==> config.mk <==
export PLATFORM = sky130hd
export DESIGN_NAME = mem_arbiter
export DESIGN_NICKNAME = d
export VERILOG_FILES = /design/src/rtl/mem_arbiter.sv
export SDC_FILE = /design/constraint.sdc
export NUM_CORES = 1
export LEC_CHECK = 0
export BUFFER_PORTS_ARGS = -buffer_cell sky130_fd_sc_hd__buf_4
export CORE_MARGIN = 2
export CORE_UTILIZATION = 45
export DETAILED_ROUTE_END_ITERATION = 10
export PLACE_DENSITY = 0.74
export SLEW_MARGIN = 0
export SYNTH_ARGS = -nofsm -noshare
export SYNTH_HDL_FRONTEND = slang
export SYNTH_SLANG_ARGS = --single-unit
==> constraint.sdc <==
create_clock -name clock -period 2.14 [get_ports clock]
set_input_delay 0.642 -clock clock [delete_from_list [all_inputs] [get_ports clock]]
set_output_delay 0.642 -clock clock [all_outputs]
set_load 0.005 [all_outputs]
==> src/rtl/mem_arbiter.sv <==
// Round-robin arbiter sharing one byte-wide synchronous-read memory between the CPU and
// debug/loader ports; 16-bit accesses are split into two little-endian byte cycles.
module mem_arbiter #(
  parameter int AW    = 12,
  parameter int DEPTH = 4096
) (
  input  logic          clock,
  input  logic          reset_n,

  input  logic          cpu_req,
  input  logic          cpu_we,
  input  logic          cpu_word,
  input  logic [15:0]   cpu_addr,
  input  logic [15:0]   cpu_wdata,
  output logic          cpu_ack,
  output logic [15:0]   cpu_rdata,

  input  logic          dbg_req,
  input  logic          dbg_we,
  input  logic          dbg_word,
  input  logic [15:0]   dbg_addr,
  input  logic [15:0]   dbg_wdata,
  output logic          dbg_ack,
  output logic [15:0]   dbg_rdata,

  output logic [AW-1:0] mem_addr,
  output logic          mem_we,
  output logic [7:0]    mem_wdata,
  input  logic [7:0]    mem_rdata
);

  typedef enum logic [2:0] {IDLE, LO, HI, LAST, DONE} state_t;

  state_t        state, state_next;

  logic          grant_any;
  logic          grant_dbg;
  logic          sel_we;
  logic          sel_word;
  logic [AW-1:0] sel_addr;
  logic [15:0]   sel_wdata;

  logic          own_dbg;
  logic          last_dbg;
  logic          lat_we;
  logic          lat_word;
  logic [AW-1:0] lat_addr;
  logic [15:0]   lat_wdata;
  logic [7:0]    rdata_lo;
  logic [15:0]   rdata_next;

  logic [AW:0]   addr_inc;
  logic [AW-1:0] addr_hi;
  logic          unused_addr;

  // Upper requester address bits are deliberately ignored.
  assign unused_addr = ^{cpu_addr, dbg_addr};

  // When both ports request, the one that did not own the previous access wins.
  always_comb begin
    grant_any = cpu_req | dbg_req;
    grant_dbg = 1'b0;
    if (cpu_req && dbg_req) begin
      grant_dbg = ~last_dbg;
    end else if (dbg_req) begin
      grant_dbg = 1'b1;
    end
  end

  assign sel_we    = grant_dbg ? dbg_we    : cpu_we;
  assign sel_word  = grant_dbg ? dbg_word  : cpu_word;
  assign sel_addr  = grant_dbg ? dbg_addr[AW-1:0] : cpu_addr[AW-1:0];
  assign sel_wdata = grant_dbg ? dbg_wdata : cpu_wdata;

  assign addr_inc = {1'b0, lat_addr} + 1'b1;
  assign addr_hi  = (addr_inc == (AW+1)'(DEPTH)) ? '0 : addr_inc[AW-1:0];

  assign rdata_next = lat_word ? {mem_rdata, rdata_lo} : {8'h00, mem_rdata};

  always_ff @(posedge clock or negedge reset_n) begin
    if (!reset_n) begin
      state <= IDLE;
    end else begin
      state <= state_next;
    end
  end

  // Memory strobes are decoded from the state so an async reset removes them at once.
  always_comb begin
    state_next = state;
    mem_addr   = '0;
    mem_we     = 1'b0;
    mem_wdata  = '0;
    unique case (state)
      IDLE: begin
        if (grant_any) begin
          state_next = LO;
        end
      end
      LO: begin
        mem_addr   = lat_addr;
        mem_we     = lat_we;
        mem_wdata  = lat_wdata[7:0];
        state_next = lat_word ? HI : LAST;
      end
      HI: begin
        mem_addr   = addr_hi;
        mem_we     = lat_we;
        mem_wdata  = lat_wdata[15:8];
        state_next = LAST;
      end
      LAST: begin
        state_next = DONE;
      end
      DONE: begin
        state_next = IDLE;
      end
      default: begin
        state_next = IDLE;
      end
    endcase
  end

  always_ff @(posedge clock or negedge reset_n) begin
    if (!reset_n) begin
      own_dbg   <= 1'b0;
      last_dbg  <= 1'b1;
      lat_we    <= 1'b0;
      lat_word  <= 1'b0;
      lat_addr  <= '0;
      lat_wdata <= '0;
      rdata_lo  <= '0;
      cpu_ack   <= 1'b0;
      dbg_ack   <= 1'b0;
      cpu_rdata <= '0;
      dbg_rdata <= '0;
    end else begin
      cpu_ack <= 1'b0;
      dbg_ack <= 1'b0;
      case (state)
        IDLE: begin
          if (grant_any) begin
            own_dbg   <= grant_dbg;
            lat_we    <= sel_we;
            lat_word  <= sel_word;
            lat_addr  <= sel_addr;
            lat_wdata <= sel_wdata;
          end
        end
        HI: begin
          rdata_lo <= mem_rdata;
        end
        LAST: begin
          if (own_dbg) begin
            dbg_rdata <= rdata_next;
            dbg_ack   <= 1'b1;
          end else begin
            cpu_rdata <= rdata_next;
            cpu_ack   <= 1'b1;
          end
        end
        DONE: begin
          last_dbg <= own_dbg;
        end
        default: begin
        end
      endcase
    end
  end

  // Structural invariants of the handshake and memory strobe.
  assert property (@(posedge clock) disable iff (!reset_n)
                   mem_we |-> (state == LO || state == HI));
  assert property (@(posedge clock) disable iff (!reset_n)
                   !(cpu_ack && dbg_ack));
  assert property (@(posedge clock) disable iff (!reset_n)
                   (cpu_ack || dbg_ack) |-> (state == DONE));

endmodule

# Word level (Yosys, flattened, before mapping)
# Cells that the tools add are included.
totals:
  latch_bits: 0
  mem_bits_rw: 0
  out_inout_bits: 55
  rom_bits: 0
  inputBits: 80
  regBits: 77
  mem_count: 0
op_classes:
  mux: 18
  div: 0
  reduce_logical: 6
  bitwise: 3
  mul: 0
  shifts: 0
  n_eq_ne: 6
  magnitude_cmp: 0
  n_addsub: 1
op_table:
  columns: ["op", "n"]
  rows:
  - ["two-way mux 16 bit", 2]
  - ["two-way mux 12 bit", 2]
  - ["one-hot mux 12 bit (2 select lines)", 1]
  - ["one-hot mux 8 bit (2 select lines)", 1]
  - ["adder 12 x 1 -> 13 bit (second input constant)", 1]
  - ["equality test 13 bit (second input constant)", 1]
  - ["one-hot mux 3 bit (4 select lines)", 1]
  - ["two-way mux 1 bit", 10]
  - ["equality test 3 x 2 -> 1 bit (second input constant)", 2]
  - ["AND reduction 2 bit", 3]
  - ["equality test 3 x 1 -> 1 bit (second input constant)", 1]
  - ["equality test 3 bit (second input constant)", 1]
  - ["logical NOT 3 bit", 1]
  - ["two-way mux 3 bit", 1]
  - ["inequality test 2 bit (second input constant)", 1]
  - ["inverter 1 bit", 2]
  - ["OR reduction 2 bit", 1]
  - ["logical AND 1 bit", 1]
  - ["OR 1 bit", 1]

# Longest topological paths before layout
# Gate-level depths: netlist of the first run.
depth:
  word_depth: 4
  mapped_depth: 6

# Worst setup path before layout of the first run
# OpenSTA, ideal clock, no wires.
synth_timing:
  path_type: "reg-to-output"
  from: "register state[2]"
  to: "output mem_addr[6]"
  t_required_ns: 1.498
  setup_slack_ns: 0.141
  stages_incl_launch_ff: 7
  n_path_buf: 2
  t_arrival_ns: 1.357
  cell_sequence: "dfrtp_1 buf_6 or3b_1 buf_6 nor3_2 nor2_1 a31oi_1"
synth_via:
  elab_chain_len: 2
  word_cells_on_any_way: 3
  classes_between: "eq/ne: 2; mux: 1"
synth_rtl:
  columns: ["item", "line_no", "rtl"]
  rows:
  - ["start, declared", "34", "state_t state, state_next;"]
  - ["start signal, assigned", "84", "state <= state_next;"]
  - ["equality test 3 x 2 -> 1 bit or equality test 3 x 1 -> 1 bit (tied branches)", "94", "unique case (state)"]
  - ["one-hot mux 12 bit (2 select lines) *", "94", null]
  - ["end, declared", "26", "output logic [AW-1:0] mem_addr,"]
# Every way passes the cells marked *; elsewhere a longest branch is shown, timed or not.

# Worst setup path in the final report of the first run
layout_timing:
  from: "register state[2]"
  to: "output mem_addr[8]"
# Same word-level chain as after synthesis.

==> results of run 1 <==
cells in the final DEF (no fill, tap or decap), drive strengths merged, types with 2 or more instances in the layout:
cell type and n:
or3b 3, inv 4, xor2 2, a22o 8, dfrtp 76, mux2i 38
a41oi 2, nor3b 2, o21ai 48, clkinv 2, nor3 2, and3 3
a31oi 2, nand2 81, nand3 7, bufinv 2, a21oi 32, nand4 2
buf 160, clkbuf 11, xnor2 2, nor2 34
report_power, final:
part	switching [W]	internal (W)	total, W
clock	0.000541	0.000693	0.00123
combinational	0.00203	0.00220	0.00423
sequential	0.000537	0.00216	0.00269
cell families (layout without fill, tap and decap cells):
kind of cell / Yosys count / count (layout) / synth area share
and+or+nand+nor: 139 / 140 / 0.168
AOI/OAI and AO/OA: 96 / 96 / 0.146
DFF: 77 / 77 / 0.526
muxes: 38 / 38 / 0.104
buffers and inverters: 30 / 179 / 0.0424
xor gates and xnor gates: 4 / 4 / 0.00957
adders and majority gates: 1 / 1 / 0.00342
metal layers:
layer	wire (um)	vias up	part of all wire
met5	0	-	0
met4	191	0	0.020
met3	764	21	0.079
met2	4790	154	0.50
met1	3900	1569	0.40
li1	-	1612	-
flip-flops by register name, summed over array words and instances (netlist names):
| signal | count |
|---|---|
| rdata_lo | 8 |
| lat_we | 1 |
| lat_addr | 12 |
| own_dbg | 1 |
| cpu_ack | 1 |
| state | 3 |
| cpu_rdata | 16 |
| lat_wdata | 16 |
| dbg_ack | 1 |
| dbg_rdata | 16 |
| last_dbg | 1 |
| lat_word | 1 |
synthesized netlist by cell type (2+ instances only):
cell type	instances
nand2_1	81
dfrtp_1	76
o21ai_0	48
mux2i_1	38
nor2_1	34
a21oi_1	32
buf_2	19
a22o_1	8
nand3_1	7
clkbuf_1	5
and3_1	3
inv_1	3
a31oi_1	2
a41oi_1	2
buf_6	2
nand4_1	2
nor3b_2	2
xnor2_1	2
xor2_1	2
worst max-delay path, cell delays in order (launching register included):
cell and delay (ns):
dfrtp_1 0.43, buf_6 0.15, nor3b_4 0.26, buf_4 0.19
a21oi_1 0.07, a31oi_1 0.21, buf_4 0.16
stage by stage:
step / setup slack, ns / utilization / total power (W)
finish: -0.322 / 0.678 / 0.00815
global route: -0.402 / 0.678 / 0.00875
detailed placement: -0.0355 / 0.618 / 0.00631
floorplan: 0.141 / - / 0.00455
CTS: -0.299 / 0.673 / 0.00806
global placement: -0.00358 / 0.618 / 0.00619
area by class of cell:
cell class,instances,area [um^2],share of cell area
repair buffers,160,1300,0.245
inverters,3,11.3,0.00213
multi-input cells,279,1710,0.322
clock inverters,5,82.6,0.0156
flip-flops and latches,77,1930,0.364
well taps,102,128,0.0241
clock buffers,11,141,0.0267
final timing paths:
kind,start,depth (start not counted),slack [ns],endpoint
setup / recovery,state[2],6,-0.32,mem_addr[8]
hold / removal,reset_n,1,0.14,cpu_rdata[8]
setup reg to reg,state[2],7,0.34,lat_wdata[14]
hold reg to reg,rdata_lo[3],2,0.48,rdata_lo[3]
max in group asynchronous,reset_n,2,1.42,dbg_rdata[10]
min in group clock,rdata_lo[3],2,0.48,rdata_lo[3]
repair_timing:
action / CTS / global route
cloned: 3 / 0
endpoints found under the setup margin: 21 / 21
pin swaps: 8 / 12
buffers inserted: 8 / 2
resized for setup: 39 / 18
==> impl_results.md, run 1 <==
* Status: complete, but fails checks
* Failing checks: negative setup slack
* Post-synthesis sequential area ratio at 0.526
* Fillcell total at between 600 and 700
* Post-Syn Nets at about 470
* Port Buffers at approximately 130
* Final Hold Fails at 0
* Met1 GRT Util at 0.273
* Startpoint types: register
* I/O pin count at 135
* Largest area contributor in the netlist: dfrtp_1
* Die Y at 94.2 um
* DP Area at about 4800 um^2
* Slew HR at 0.509
* Min-delay worst type: in -> async
* Core Rows at 32
* Pleak at approximately 2.6 nW
* Initial antenna violation count at 0
* Critical Path End Type: primary output
* Seq cells post-synth at 77
* Sum Neg Setup Slack at -5.72 ns
* WS Path Type: reg -> out
* Mapped Cells at roughly 390
* First-pass GRT wire length at 15.4 mm
* Layout area overhead at 44.6%
* Total CTS buffers at 9
* H-tree Lvls at 3
* Mean area per synthesized cell at between 9 and 10 um^2
* Area contributors post-synth: dfrtp_1 (52%), mux2i_1 (10%), nand2_1 (8.3%)
* Final ANT Viol Nets at 0
* Clock skew at between 0.009 and 0.01 ns
* GRT Total Usage at 0.227
* CP Data Required Time at roughly 1.5 ns
* Die area at slightly below 9000 um^2
* Share of post-route cells with drive strength above 1 at 0.387
* Critical Path AT at ~1.8 ns
* Dpl hpwl at about 6.4 mm
* Global routing's busiest layer: met2
* Number of synthesized flops with an enable pin at 0
* Total gr overflow at 0
* Final Max Tran Viols at 0
* Die span in x at approximately 94 um
* Clk buf depth at 2
* Iter 0 DRT Violations at 170
* M3 GR Usage at 0.0570
* Top FF cell, synth: dfrtp_1
* Initial core utilization at 0.469
* Non-Filler Instances at 637
* Post-synth top area share at 0.519
* Largest net degree at the start of global routing at 62
* Grt met2 use at 0.383
* Tmin final at ~2.5 ns
* Endpoints failing setup at 21
* # nets final at slightly above 600
* Vias in the first global route at between 3k and 4k
* Yosys warns at 0
* CTS tree: done
* Gpl congestion at 0.796
* Ant. Diodes at 0
* Max Cap Viol at 0
* RSZ-0062 raised after global routing: yes
* Via density per instance at 5.27
* Ys async rst share at 1.00
* Drt drc at 0
* Worst-margin pin slew at around 0.74 ns
* Mapped Area at around 3700 um^2
* Post-CTS Hold Fix Bufs at 0
* Clock Latency Late Sink at roughly 0.35 ns
* Post-detailed-routing wire length at ~9.6 mm
* Root Buffer: clkbuf_8
* F_max at roughly 0.41 GHz
* Pwr per Cell Area at 1540 nW/um^2
* CP max FO at 5
* Clk sinks at 77
* Final period util at 1.15
* Hold Worst Slack at roughly 0.14 ns
* Design Area, Final at around 5300 um^2
* Core Area at between 7000 and 8000 um^2
* Final setup margin at -0.322 ns
* Placed Cells incl. Taps at ~600
* WL per Instance at 15.1 um
* DR pass1 iterations at 4
* Netlist cell types at 36
* Clock transition at path regs at approximately 0.080 ns
* Vias post-DR at 3356
* Peak supply drop at just over 0.0008 V
(Power assumes the default switching activity.)
==> inputs of run 2 (changes only) <==
Settings changed: CORE_UTILIZATION 45 to 49, PLACE_DENSITY 0.74 to 0.79.
==> run 2 against run 1 <==
- the run still ends with negative setup slack left
- hold slack better by 0.098 ns
- largest cell class unchanged
- clock-buffer cell count down 2
- sequential power about the same
- global-route usage up 1.4 points
- first-iteration DRC count up 11%
- core utilization up 6.8 points
- maximum frequency down 0.12%
- non-clock buffer count up 9
==> impl_results.md, run 2 (synthesized netlist as in run 1, its figures left out) <==
* Commonest non-fill, non-tap cell in the layout: buf_4 (unchanged)
* Root Buffer: clkbuf_8 (unchanged)
* Core Rows at 31 (was 32)
* Fillcell total at 531 (was 623)
* Gate power share at 0.542 (was 0.518)
* Layout area overhead at 47.7% (was 44.6%)
* DR pass1 iterations at 4 (unchanged)
* Switching share of power at 0.395 (was 0.381)
* GRT Total Usage at 0.240 (was 0.227)
* Sum Neg Setup Slack at -5.93 ns (was -5.72 ns)
* Critical Path End Type: primary output (unchanged)
* Iter 0 DRT Violations at 188 (was 170)
* Drt drc at 0 (unchanged)
* Ant. Diodes at 0 (unchanged)
* Total CTS buffers at 9 (unchanged)
* Die area at 8180 um^2 (was 8880 um^2)
* Clk pwr share at 0.138 (was 0.151)
* Most frequent cells in the layout: buf_4 (145), dfrtp_1 (76), nand2_1 (73) (was buf_4 (144), nand2_1 (77), dfrtp_1 (75))
* Startpoint types: register (unchanged)
* H-tree Lvls at 3 (unchanged)
* # nets final at 620 (was 611)
* Endpoints failing setup at 21 (unchanged)
* WL per Instance at 15.9 um (was 15.1 um)
* Clk buf depth at 2 (unchanged)
* Gpl congestion at 0.774 (was 0.796)
* Final Hold Fails at 0 (unchanged)
* Peak supply drop at 0.000878 V (was 0.000812 V)
* Core Area at 7250 um^2 (was 7810 um^2)
* Tmin final at 2.47 ns (was 2.46 ns)
* Final setup margin at -0.325 ns (was -0.322 ns)
* Final Max Tran Viols at 0 (unchanged)
* Die Y at 90.5 um (was 94.2 um)
* Switching power at 0.00333 W (was 0.00311 W)
* Largest net degree at the start of global routing at 62 (unchanged)
* CP Cell Sequence: buf_6 -> nor3b_4 -> buf_6 -> buf_6 -> buf_6 -> buf_12 -> a22o_1 -> buf_4 (was buf_6 -> nor3b_4 -> buf_4 -> a21oi_1 -> a31oi_1 -> buf_4)
* Clock transition at path regs at 0.09 ns (was 0.08 ns)
* RSZ-0062 raised after global routing: yes (unchanged)
* I/O pin count at 135 (unchanged)
* Vias in the first global route at 3418 (was 3265)
* Max Cap Viol at 0 (unchanged)
* Initial antenna violation count at 0 (unchanged)
* Slew HR at 0.481 (was 0.509)
* Pleak at 2.69 nW (was 2.63 nW)
* Clock skew at 0.0156 ns (was 0.00918 ns)
* Status: complete, but fails checks (unchanged)
* Flop pwr share at 0.320 (was 0.330)
* Worst r2r path cells at 7 (unchanged)
* CP max FO at 6 (was 5)
* Port Buffers at 126 (unchanged)
* Via density per instance at 5.35 (was 5.27)
* Failing checks: negative setup slack (unchanged)
* First-pass GRT wire length at 15.6 mm (was 15.4 mm)
* CP max-delay cell: dfrtp_1 (unchanged)
* Dpl hpwl at 6.60 mm (was 6.43 mm)
* Placed Cells incl. Taps at 611 (was 609)
* Non-Filler Instances at 643 (was 637)
* F_max at 0.406 GHz (about the same)
* Initial core utilization at 0.505 (was 0.469)
* Total gr overflow at 0 (unchanged)
* Critical Path AT at 1.82 ns (about the same)
* CTS tree: done (unchanged)
* Die span in x at 90.5 um (was 94.2 um)
* Worst-margin pin slew at 0.778 ns (was 0.737 ns)
* Final period util at 1.15 (about the same)
* Share of post-route cells with drive strength above 1 at 0.404 (was 0.387)
* R2r setup slk at 0.37 ns (was 0.34 ns)
* WS Path Type: reg -> out (unchanged)
* Post-detailed-routing wire length at 10.2 mm (was 9.65 mm)
* Pwr per Cell Area at 1560 nW/um^2 (was 1540 nW/um^2)
* Vias post-DR at 3440 (was 3356)
* Clk sinks at 77 (unchanged)
* Largest regs: cpu_rdata: 16 flops, dbg_rdata: 16 flops, lat_wdata: 16 flops (unchanged)
* CP max stage delay at 0.41 ns (was 0.43 ns)
* Pre-CTS setup slack at -0.0000516 ns (was -0.0355 ns)
* Total internal power at 0.00509 W (was 0.00505 W)
* CP Data Required Time at 1.50 ns (about the same)
* CP most frequent cell: buf_6 (was buf_4)
* Clock Latency Late Sink at 0.36 ns (was 0.35 ns)
* Min-delay worst type: in -> async (unchanged)
* Final ANT Viol Nets at 0 (unchanged)
[run 2: changes by cell type in the layout (fill, tap and decap cells not counted), moves of 2 or more]
cell / delta
inv_6: +2
buf_6: +6
o21ai_2: -3
nand2_1: -4
nand2_4: +2
nand2_2: +2
o21ai_0: +2
[run 2: through the flow]
step	power (W)	area, um^2	utilization	hold slack [ns]
final	0.00841	5410	0.746	0.234
after global routing	0.00899	5410	0.746	0.239
after CTS	0.00798	5240	0.723	0.236
after detailed placement	0.00642	4870	0.672	0.467
after global placement	0.00625	4870	0.672	0.457
after floorplan	0.00455	3660	-	0.346
[run 2: path summary, 6_finish.rpt]
check / start / end
worst max register to register: state[2] / lat_addr[11]
max in group asynchronous: reset_n / dbg_rdata[4]
worst max-delay path: state[1] / mem_wdata[1]
min in group clock: cpu_rdata[8] / cpu_rdata[8]
worst min-delay path: reset_n / lat_addr[5]
worst min register to register: cpu_rdata[8] / cpu_rdata[8]
[run 2: worst max-delay path, delay by kind of cell (launching register included)]
kind                   cells  cell delay, ns
AOI/OAI and AO/OA          1            0.17
DFF                        1            0.41
and+or+nand+nor            1            0.14
buffers and inverters      6            0.73
[run 2: cell type report]
class                   instances  area [um^2]  share of cell area
clock buffers                   9          124              0.0229
clock inverters                 7         80.1              0.0148
inverters                       3         11.3             0.00208
multi-input cells             279         1740               0.321
flip-flops and latches         77         1930               0.356
well taps                      99          124              0.0229
repair buffers                169         1410               0.260
[run 2: layer usage]
metal / vias up / track usage / wire, um
met5: - / 0 / 0
met4: 0 / 0.104 / 176
met3: 15 / 0.0509 / 696
met2: 135 / 0.408 / 5310
met1: 1659 / 0.297 / 4010
li1: 1631 / - / -
[run 2: power by group through the flow]
stage / clock network, W / registers, W / logic (W)
2_1_floorplan: 0 / 0.00254 / 0.00201
3_3_place_gp: 0 / 0.00264 / 0.00361
3_5_place_dp: 0 / 0.00268 / 0.00374
4_1_cts: 0.00116 / 0.00267 / 0.00416
5_1_grt: 0.00125 / 0.00278 / 0.00496
6_report: 0.00116 / 0.00269 / 0.00456
[run 2: timing repair]
item                                    CTS  global route
endpoints found under the setup margin   21            21
pin swaps                                13            11
buffers inserted                          5            10
resized for setup                        39            29
endpoints found under the hold margin     0             0
hold buffers                              0             0
cloned                                    1             1
